## config.mk

```make
export PLATFORM = sky130hd
export DESIGN_NAME = qchain_pipe
export DESIGN_NICKNAME = d
export VERILOG_FILES = /design/src/rtl/qchain_pkg.sv /design/src/rtl/qchain_stage.sv /design/src/rtl/qchain_pipe.sv
export SDC_FILE = /design/constraint.sdc
export NUM_CORES = 1
export LEC_CHECK = 0
export CORE_AREA = 2 2 39 41
export DETAILED_ROUTE_END_ITERATION = 10
export DIE_AREA = 0 0 41 43
export PLACE_DENSITY = 0.52
export SLEW_MARGIN = 20
export SYNTH_ARGS = -nofsm -noshare
export SYNTH_HDL_FRONTEND = slang
export SYNTH_SLANG_ARGS = --single-unit
```

## constraint.sdc

```tcl
create_clock -name CLK -period 0.88 [get_ports CLK]
set_input_delay 0.176 -clock CLK [delete_from_list [all_inputs] [get_ports CLK]]
set_output_delay 0.176 -clock CLK [all_outputs]
set_load 0.02 [all_outputs]
```

## src/rtl/qchain_pkg.sv

```systemverilog
// qchain_pkg: shared limits and qualifier slice indexing for qchain_pipe.
package qchain_pkg;
   localparam int QCHAIN_STAGES_MIN = 2;
   localparam int QCHAIN_STAGES_MAX = 16;
   localparam int QCHAIN_CNT_W_DEF = 16;
   function automatic int qual_base(input int k, input int width);
      return k * width;
   endfunction
endpackage

```

## src/rtl/qchain_stage.sv

```systemverilog
// qchain_stage: one registered qualifier stage; invalid items always carry zero data.
module qchain_stage #(
   parameter int WIDTH = 1
) (
   input  logic             clk,
   input  logic             rst_n,
   input  logic             stall,
   input  logic             flush,
   input  logic             prev_valid,
   input  logic [WIDTH-1:0] prev_data,
   input  logic [WIDTH-1:0] qual,
   output logic             valid,
   output logic [WIDTH-1:0] data
);
   always_ff @(posedge clk or negedge rst_n)
      if (!rst_n) begin
         valid <= 1'b0;
         data  <= '0;
      end else if (flush) begin
         valid <= 1'b0;
         data  <= '0;
      end else if (!stall) begin
         valid <= prev_valid;
         data  <= prev_valid ? prev_data & qual : '0;
      end
endmodule

```

## src/rtl/qchain_pipe.sv

```systemverilog
// qchain_pipe: NAND-seeded pipelined qualifier chain with stall/flush.
// Optional saturating hit counter enabled by QCHAIN_HITCNT_EN.
module qchain_pipe import qchain_pkg::*; #(
   parameter int WIDTH  = 1,
   parameter int STAGES = 3,
   parameter int CNT_W  = QCHAIN_CNT_W_DEF
) (
   input  logic                    CLK,
   input  logic                    RST_N,
   input  logic                    STALL,
   input  logic                    FLUSH,
   input  logic                    IN_VALID,
   input  logic [WIDTH-1:0]        SEED_A,
   input  logic [WIDTH-1:0]        SEED_B,
   input  logic [STAGES*WIDTH-1:0] QUAL,
   output logic                    OUT_VALID,
   output logic [WIDTH-1:0]        OUT
`ifdef QCHAIN_HITCNT_EN
   ,output logic [CNT_W-1:0]       HIT_CNT
`endif
);
   logic [WIDTH-1:0] data [STAGES];
   logic             valid [STAGES];

   if (STAGES < QCHAIN_STAGES_MIN || STAGES > QCHAIN_STAGES_MAX || CNT_W < 1) begin : g_bad
      $error("qchain_pipe: illegal STAGES or CNT_W");
   end

   for (genvar k = 0; k < STAGES; k++) begin : g_stage
      logic [WIDTH-1:0] pd, q;
      logic             pv;
      if (k == 0) begin : g_seed
         assign pd = ~(SEED_A & SEED_B);
         assign pv = IN_VALID;
         assign q  = '1;
      end else begin : g_hop
         assign pd = data[k-1];
         assign pv = valid[k-1];
         assign q  = QUAL[qual_base(k-1, WIDTH) +: WIDTH];
      end
      qchain_stage #(.WIDTH(WIDTH)) u_stage (
         .clk(CLK), .rst_n(RST_N), .stall(STALL), .flush(FLUSH),
         .prev_valid(pv), .prev_data(pd), .qual(q),
         .valid(valid[k]), .data(data[k])
      );
   end

   // Final qualifier is live and combinational to the output.
   assign OUT_VALID = valid[STAGES-1];
   assign OUT = valid[STAGES-1] ? data[STAGES-1] & QUAL[qual_base(STAGES-1, WIDTH) +: WIDTH] : '0;

`ifdef QCHAIN_HITCNT_EN
   logic consume;
   assign consume = OUT_VALID & ~STALL & ~FLUSH;
   always_ff @(posedge CLK or negedge RST_N)
      if (!RST_N)
         HIT_CNT <= '0;
      else if (consume && OUT != '0 && HIT_CNT != '1)
         HIT_CNT <= HIT_CNT + 1'b1;
`endif
endmodule

```

==> impl_metrics.py, run 1 <==
metrics = {
    "power": {
        "p_total_uw": 620,
        "internal_power_uw": 488,
        "power_frac_comb_pct": 12.7,
        "power_density_nw_per_um2": 1370,
        "switchingPower_uw": 131,
        "power_leakage_uw": 0.000208,
        "ir_worst_vdd_mv": 0.519,
        "seqPwrFrac_pct": 46.6,
        "swShare_pct": 21.2,
        "power_frac_clock_pct": 40.7,
    },
    "setup_path": {
        "r2r_slack_ns": -0.04,
        "cpMaxStageDelayCell": "dfrtp_1",
        "end_kind": "output port",
        "r2r-start": "g_stage[2].u_stage.data$_DFFE_PN0P_",
        "worstPathArrival_ns": 0.90,
        "critPathMaxFanout": 2,
        "startpoint": "g_stage[2].u_stage.data$_DFFE_PN0P_",
        "critPathLaunchType": "flip-flop",
        "setup.worst_path.class": "flip-flop to output port",
        "worstPathRequired_ns": 0.70,
        "r2r_end": "g_stage[2].u_stage.data$_DFFE_PN0P_",
        "rr_worst_depth": 4,
        "cp-endpoint": "OUT",
        "cpPeakStageDelay_ns": 0.37,
        "path_cells": "and3_4, buf_6",
    },
    "timing": {
        "slew_headroom_pct": 82.1,
        "setup_ws_ns": -0.193,
        "maxSlewViolCount": 0,
        "max_freq_ghz": 0.932,
        "fin_crit_ns": 1.07,
        "hold_viol": 0,
        "worst_pin_slew_ns": 0.267,
        "finalSetupViolCount": 3,
        "skew_ns": 0.00154,
        "period_share_pct": 122,
        "rsz0062_at_grt": "yes",
        "tns_ns": -0.403,
    },
    "global_route": {
        "grt_pass1_wl_um": 876,
        "grt_pass1_vias": 222,
        "grt_max_degree": 7,
        "antenna_found_initial": 0,
        "track_usage_pct": 8.22,
        "globalRoute.totalOverflow": 0,
    },
    "synthesis": {
        "synthTopCellsByArea": "dfrtp_1 (56%), mux2i_1 (7.5%), a21oi_1 (5.6%)",
        "yosysTopAreaCellShare_pct": 56.1,
        "synth_top_cell_by_area": "dfrtp_1",
        "ys_seq_elements": 6,
        "synthFlopType": "dfrtp_1",
        "avgSynthCellArea_um2": 11.2,
        "synth_most_common_cell": "dfrtp_1",
        "yosysWarnings": 0,
        "ys_types": 11,
        "ys_top_cells_by_count": "dfrtp_1 (6), nor2_1 (4), a21oi_1 (3), nand2_1 (3), mux2i_1 (2)",
        "synth_edf_count": 0,
        "seq_area_frac_synth_pct": 56.1,
        "synthCells": 24,
        "syn-cell-area_um2": 268,
        "synth_nets": 34,
        "synthArstFlopShare_pct": 100,
    },
    "clock_network": {
        "cts_made_buffers": 3,
        "cts.clk_slew.worst_paths_ns": 0.04,
        "clkSinkCount": 6,
        "clockBufferDepth": 2,
        "cts_tree": "done",
        "clock_latency_ns": 0.24,
        "clockRootBuffer": "clkbuf_4",
        "cts-htree-levels": 1,
    },
    "placement": {
        "place_congestion": 0.673,
        "post-place-ws_ns": -0.678,
        "io_buffers": 11,
        "dpl.cell_count": 53,
    },
    "hold_path": {
        "hold_class": "input pin to async pin",
    },
    "cells_and_area": {
        "final_nets": 54,
        "final_cell_count_no_fill": 58,
        "nFillCells": 142,
        "syn_to_final_growth_pct": 69.2,
        "multiInputGateArea_um2": 111,
        "diodes": 0,
        "drive_gt1_share_pct": 28.6,
        "seq_area_um2": 150,
    },
    "drt": {
        "drt_iter0_markers": 3,
        "first_pass_iters": 4,
        "drtAntennaViolNets": 0,
        "drc": 0,
        "vias": 243,
        "viasPerCell": 4.19,
        "drt-total-wl_um": 538,
        "routedWlPerCell_um": 9.28,
    },
    "floorplanning": {
        "placementRows": 14,
        "io_pins": 12,
        "dieArea_um2": 1760,
        "core_area_um2": 1380,
        "die_w_um": 41,
        "initial_core_util_pct": 19.3,
        "die_height_um": 43,
    },
    "status": {
        "violations": "setup timing",
        "status": "complete, but fails checks",
    },
    "run": {
        "max_cap_violations": 0,
    },
}
## power by group through the flow
stage	clock [uW]	combinational, uW	sequential, uW
2_1_floorplan	0	25.3	293
3_5_place_dp	0	78.2	293
6_report	252	78.9	289
4_1_cts	264	80.0	289
5_1_grt	287	85.0	289
3_3_place_gp	0	77.4	292
## critical path: cells and delay by family, from the launching register on
kind	cells	cell delay, ns
flops	1	0.37
simple gates	1	0.17
buf+inv	1	0.12
## area by class of cell
class	instances	share of cell area [%]
Sequential cell	6	33.1
Tap cell	16	4.42
Clock buffer	3	4.97
Timing Repair Buffer	16	32.9
Multi-Input combinational cell	17	24.6
## timing repair
item / in CTS / in global routing
gates resized for setup: 15 / 0
hold buffers: 0 / 0
pin swaps: 3 / 0
setup buffers: 1 / 1
cloned: 1 / 0
hold endpoints to repair: 0 / 0
setup endpoints to repair: 5 / 2
## stage by stage
step	area, um^2	hold WS, ns	util (%)
3_5_place_dp	414	0.433	29.9
6_report	453	0.171	32.7
3_3_place_gp	414	0.434	29.9
5_1_grt	453	0.175	32.7
2_1_floorplan	273	-0.120	-
4_1_cts	445	0.170	32.2
## layer usage
layer	up-vias	track usage [%]	wire length, um
li1	120	-	-
met1	109	8.31	247
met2	14	10.0	226
met3	0	7.85	64
met4	0	6.00	0
met5	-	0	0
## cell usage in the layout, fill, tap and decap left out, drive strengths merged
cell type / instances
clkdlybuf4s50: 7
buf: 7
dfrtp: 6
nor2: 4
a21oi: 3
nand2: 3
clkbuf: 3
mux2i: 2
dlygate4sd2: 2
and3: 1
nor2b: 1
nand3b: 1
a32oi: 1
nand4b: 1
## state kept, by name, indices dropped and copies added, names as in the netlist
name                   cells
g_stage.u_stage.data       3
g_stage.u_stage.valid      3
## worst min-delay path by stage
stage | start | end | cells after the start
5_1_grt | RST_N | g_stage[2].u_stage.data$_DFFE_PN0P_ | 1
6_report | RST_N | g_stage[2].u_stage.data$_DFFE_PN0P_ | 1
4_1_cts | RST_N | g_stage[2].u_stage.data$_DFFE_PN0P_ | 1
3_5_place_dp | RST_N | g_stage[2].u_stage.data$_DFFE_PN0P_ | 1
2_1_floorplan | RST_N | g_stage[0].u_stage.data$_DFFE_PN0P_ | 0
3_3_place_gp | RST_N | g_stage[2].u_stage.data$_DFFE_PN0P_ | 1
## logic make-up (layout without fill, tap and decap cells)
kind of cell    after synthesis  after routing  synth area share, %
simple gates                 11             11                 23.4
flops                         6              6                 56.1
compound gates                4              4                 8.88
mux                           2              2                 7.48
buf+inv                       1             19                 4.21
Note: power is estimated with default switching activity, not from simulation.
==> inputs of run 2 (changes only) <==
- MAX_ROUTING_LAYER: default -> met4
==> results of run 2 <==
The final DEF is identical to that of run 1; final timing and power are the same.
Among the figures that moved: final weighted congestion in routability-driven placement 0.673 -> 0.680; wire length of the first global-routing pass 876 um -> 869 um; via count of the first global-routing pass 222 -> 229; overall routing resource usage 8.22% -> 8.11%; met3 usage 7.85% -> 6.28%
==> inputs of run 3 (changes only) <==
- clock period: 0.88 -> 0.99 ns (I/O delays scaled with it)
==> run 3 against run 2 <==
The run still ends with setup timing left. Wire length decreased by 0.56%. Critical path depth unchanged. Hold slack improved by 0.027 ns. Sequential power decreased by 11%. Clock skew increased by 0.0010 ns. Clock-buffer cell count unchanged. Register-to-register slack improved by 0.10 ns. Power decreased by 12%. Largest cell class unchanged. Highest routed layer is now met4.
==> impl_metrics.py, run 3 (synthesized netlist as in run 1, its figures left out) <==
metrics = {
    "drt": {
        "drc": 0,
        "drt_iter0_markers": 4,
        "viasPerCell": 4.12,
        "routedWlPerCell_um": 9.39,
        "first_pass_iters": 2,
        "drtAntennaViolNets": 0,
        "vias": 235,
        "drt-total-wl_um": 535,
    },
    "timing": {
        "max_freq_ghz": 0.915,
        "rsz0062_at_grt": "yes",
        "finalSetupViolCount": 2,
        "worst_pin_slew_ns": 0.275,
        "slew_headroom_pct": 81.6,
        "setup_ws_ns": -0.103,
        "period_share_pct": 110,
        "hold_viol": 0,
        "fin_crit_ns": 1.09,
        "maxSlewViolCount": 0,
        "tns_ns": -0.182,
        "skew_ns": 0.00257,
    },
    "cells_and_area": {
        "mostFrequentLayoutCells": "clkdlybuf4s50_1 (8), dfrtp_1 (6), nor2_1 (4)",
        "final_area_um2": 449,
        "syn_to_final_growth_pct": 67.8,
        "final_core_util_pct": 32.5,
        "nFillCells": 142,
        "final_nets": 53,
        "diodes": 0,
        "drive_gt1_share_pct": 26.8,
        "reg.largest.list": "g_stage.u_stage.data: 3 flops, g_stage.u_stage.valid: 3 flops",
        "mostFrequentLayoutCell": "clkdlybuf4s50_1",
    },
    "setup_path": {
        "critPathBufInv": 1,
        "end_kind": "output port",
        "rr_worst_depth": 4,
        "setup.worst_path.class": "flip-flop to output port",
        "critPathLaunchType": "flip-flop",
        "worstPathRequired_ns": 0.79,
        "worstPathArrival_ns": 0.90,
        "cpMaxStageDelayCell": "dfrtp_1",
        "crit_cells": 2,
        "critPathMaxFanout": 2,
        "path_cells": "and3_4, buf_6",
        "cpPeakStageDelay_ns": 0.37,
        "path_delay_family": "flip-flops",
    },
    "clock_network": {
        "clkSinkCount": 6,
        "clockBufferDepth": 2,
        "cts_made_buffers": 3,
        "clock_latency_ns": 0.24,
        "clockRootBuffer": "clkbuf_4",
        "cts_tree": "done",
        "cts-htree-levels": 1,
        "cts.clk_slew.worst_paths_ns": 0.04,
    },
    "floorplanning": {
        "core_area_um2": 1380,
        "initial_core_util_pct": 19.3,
        "die_height_um": 43,
        "dieArea_um2": 1760,
        "io_pins": 12,
        "die_w_um": 41,
        "placementRows": 14,
    },
    "global_route": {
        "grt_pass1_vias": 236,
        "track_usage_pct": 8.72,
        "antenna_found_initial": 0,
        "grt_pass1_wl_um": 910,
        "grt_max_degree": 10,
        "globalRoute.totalOverflow": 0,
    },
    "power": {
        "power_leakage_uw": 0.000203,
        "ir_worst_vdd_mv": 0.474,
        "power_density_nw_per_um2": 1220,
    },
    "run": {
        "max_cap_violations": 0,
    },
    "placement": {
        "postPlaceCellArea_um2": 409,
        "io_buffers": 11,
        "place_congestion": 0.699,
    },
    "status": {
        "violations": "setup timing",
        "status": "complete, but fails checks",
    },
    "hold_path": {
        "hold_class": "input pin to async pin",
    },
}
[run 3: layer usage]
layer,share of wire (%),global-route usage (%)
met1,43,8.61
met2,47,10.6
met3,9.3,6.28
met4,0.75,8.00
met5,0,-
[run 3: path summary, 6_finish.rpt]
check	startpoint	slack, ns	end
max in group asynchronous	RST_N	0.58	g_stage[0].u_stage.valid$_DFFE_PN0P_
min in group CLK	g_stage[1].u_stage.data$_DFFE_PN0P_	0.52	g_stage[1].u_stage.data$_DFFE_PN0P_
max reg2reg	g_stage[2].u_stage.data$_DFFE_PN0P_	0.06	g_stage[2].u_stage.data$_DFFE_PN0P_
min	RST_N	0.20	g_stage[1].u_stage.data$_DFFE_PN0P_
min reg2reg	g_stage[1].u_stage.data$_DFFE_PN0P_	0.52	g_stage[1].u_stage.data$_DFFE_PN0P_
max	g_stage[2].u_stage.data$_DFFE_PN0P_	-0.10	OUT
[run 3: area by class of cell]
class | instances | area, um^2 | area share [%]
Clock buffer | 3 | 22.5 | 5.01
Timing Repair Buffer | 15 | 145 | 32.3
Multi-Input combinational cell | 17 | 111 | 24.8
Tap cell | 16 | 20.0 | 4.46
Sequential cell | 6 | 150 | 33.4
[run 3: what timing repair did]
item,in CTS,in global routing
setup buffers,1,0
gates resized for setup,14,1
pin swaps,1,0
endpoints found under the setup margin,2,3
gates cloned,0,0
hold buffers,0,0
[run 3: worst register-to-register path: cells and delay by family (launching register included)]
family                 cells  cell delay (ns)
AO/OA/AOI/OAI              1             0.14
buffers and inverters      2             0.25
flip-flops                 1             0.37
AND/OR/NAND/NOR            1             0.06
[run 3: power by group]
group          internal [uW]  leakage, uW  total [uW]  switching (uW)
Sequential               253    0.0000824         256            3.91
Clock                    137    0.0000138         220            83.7
Combinational           44.8     0.000107        69.9            25.1
Total                    434     0.000203         547             113
[run 3: metrics by stage]
stage | total power, uW | worst slack, ns | hold WS [ns] | instances
after floorplan | 282 | 0.0562 | -0.0976 | 24
after global placement | 328 | -0.580 | 0.457 | 53
after detailed placement | 330 | -0.608 | 0.456 | 53
after CTS | 563 | -0.123 | 0.193 | 57
after global routing | 593 | -0.147 | 0.204 | 57
final | 547 | -0.103 | 0.198 | 57
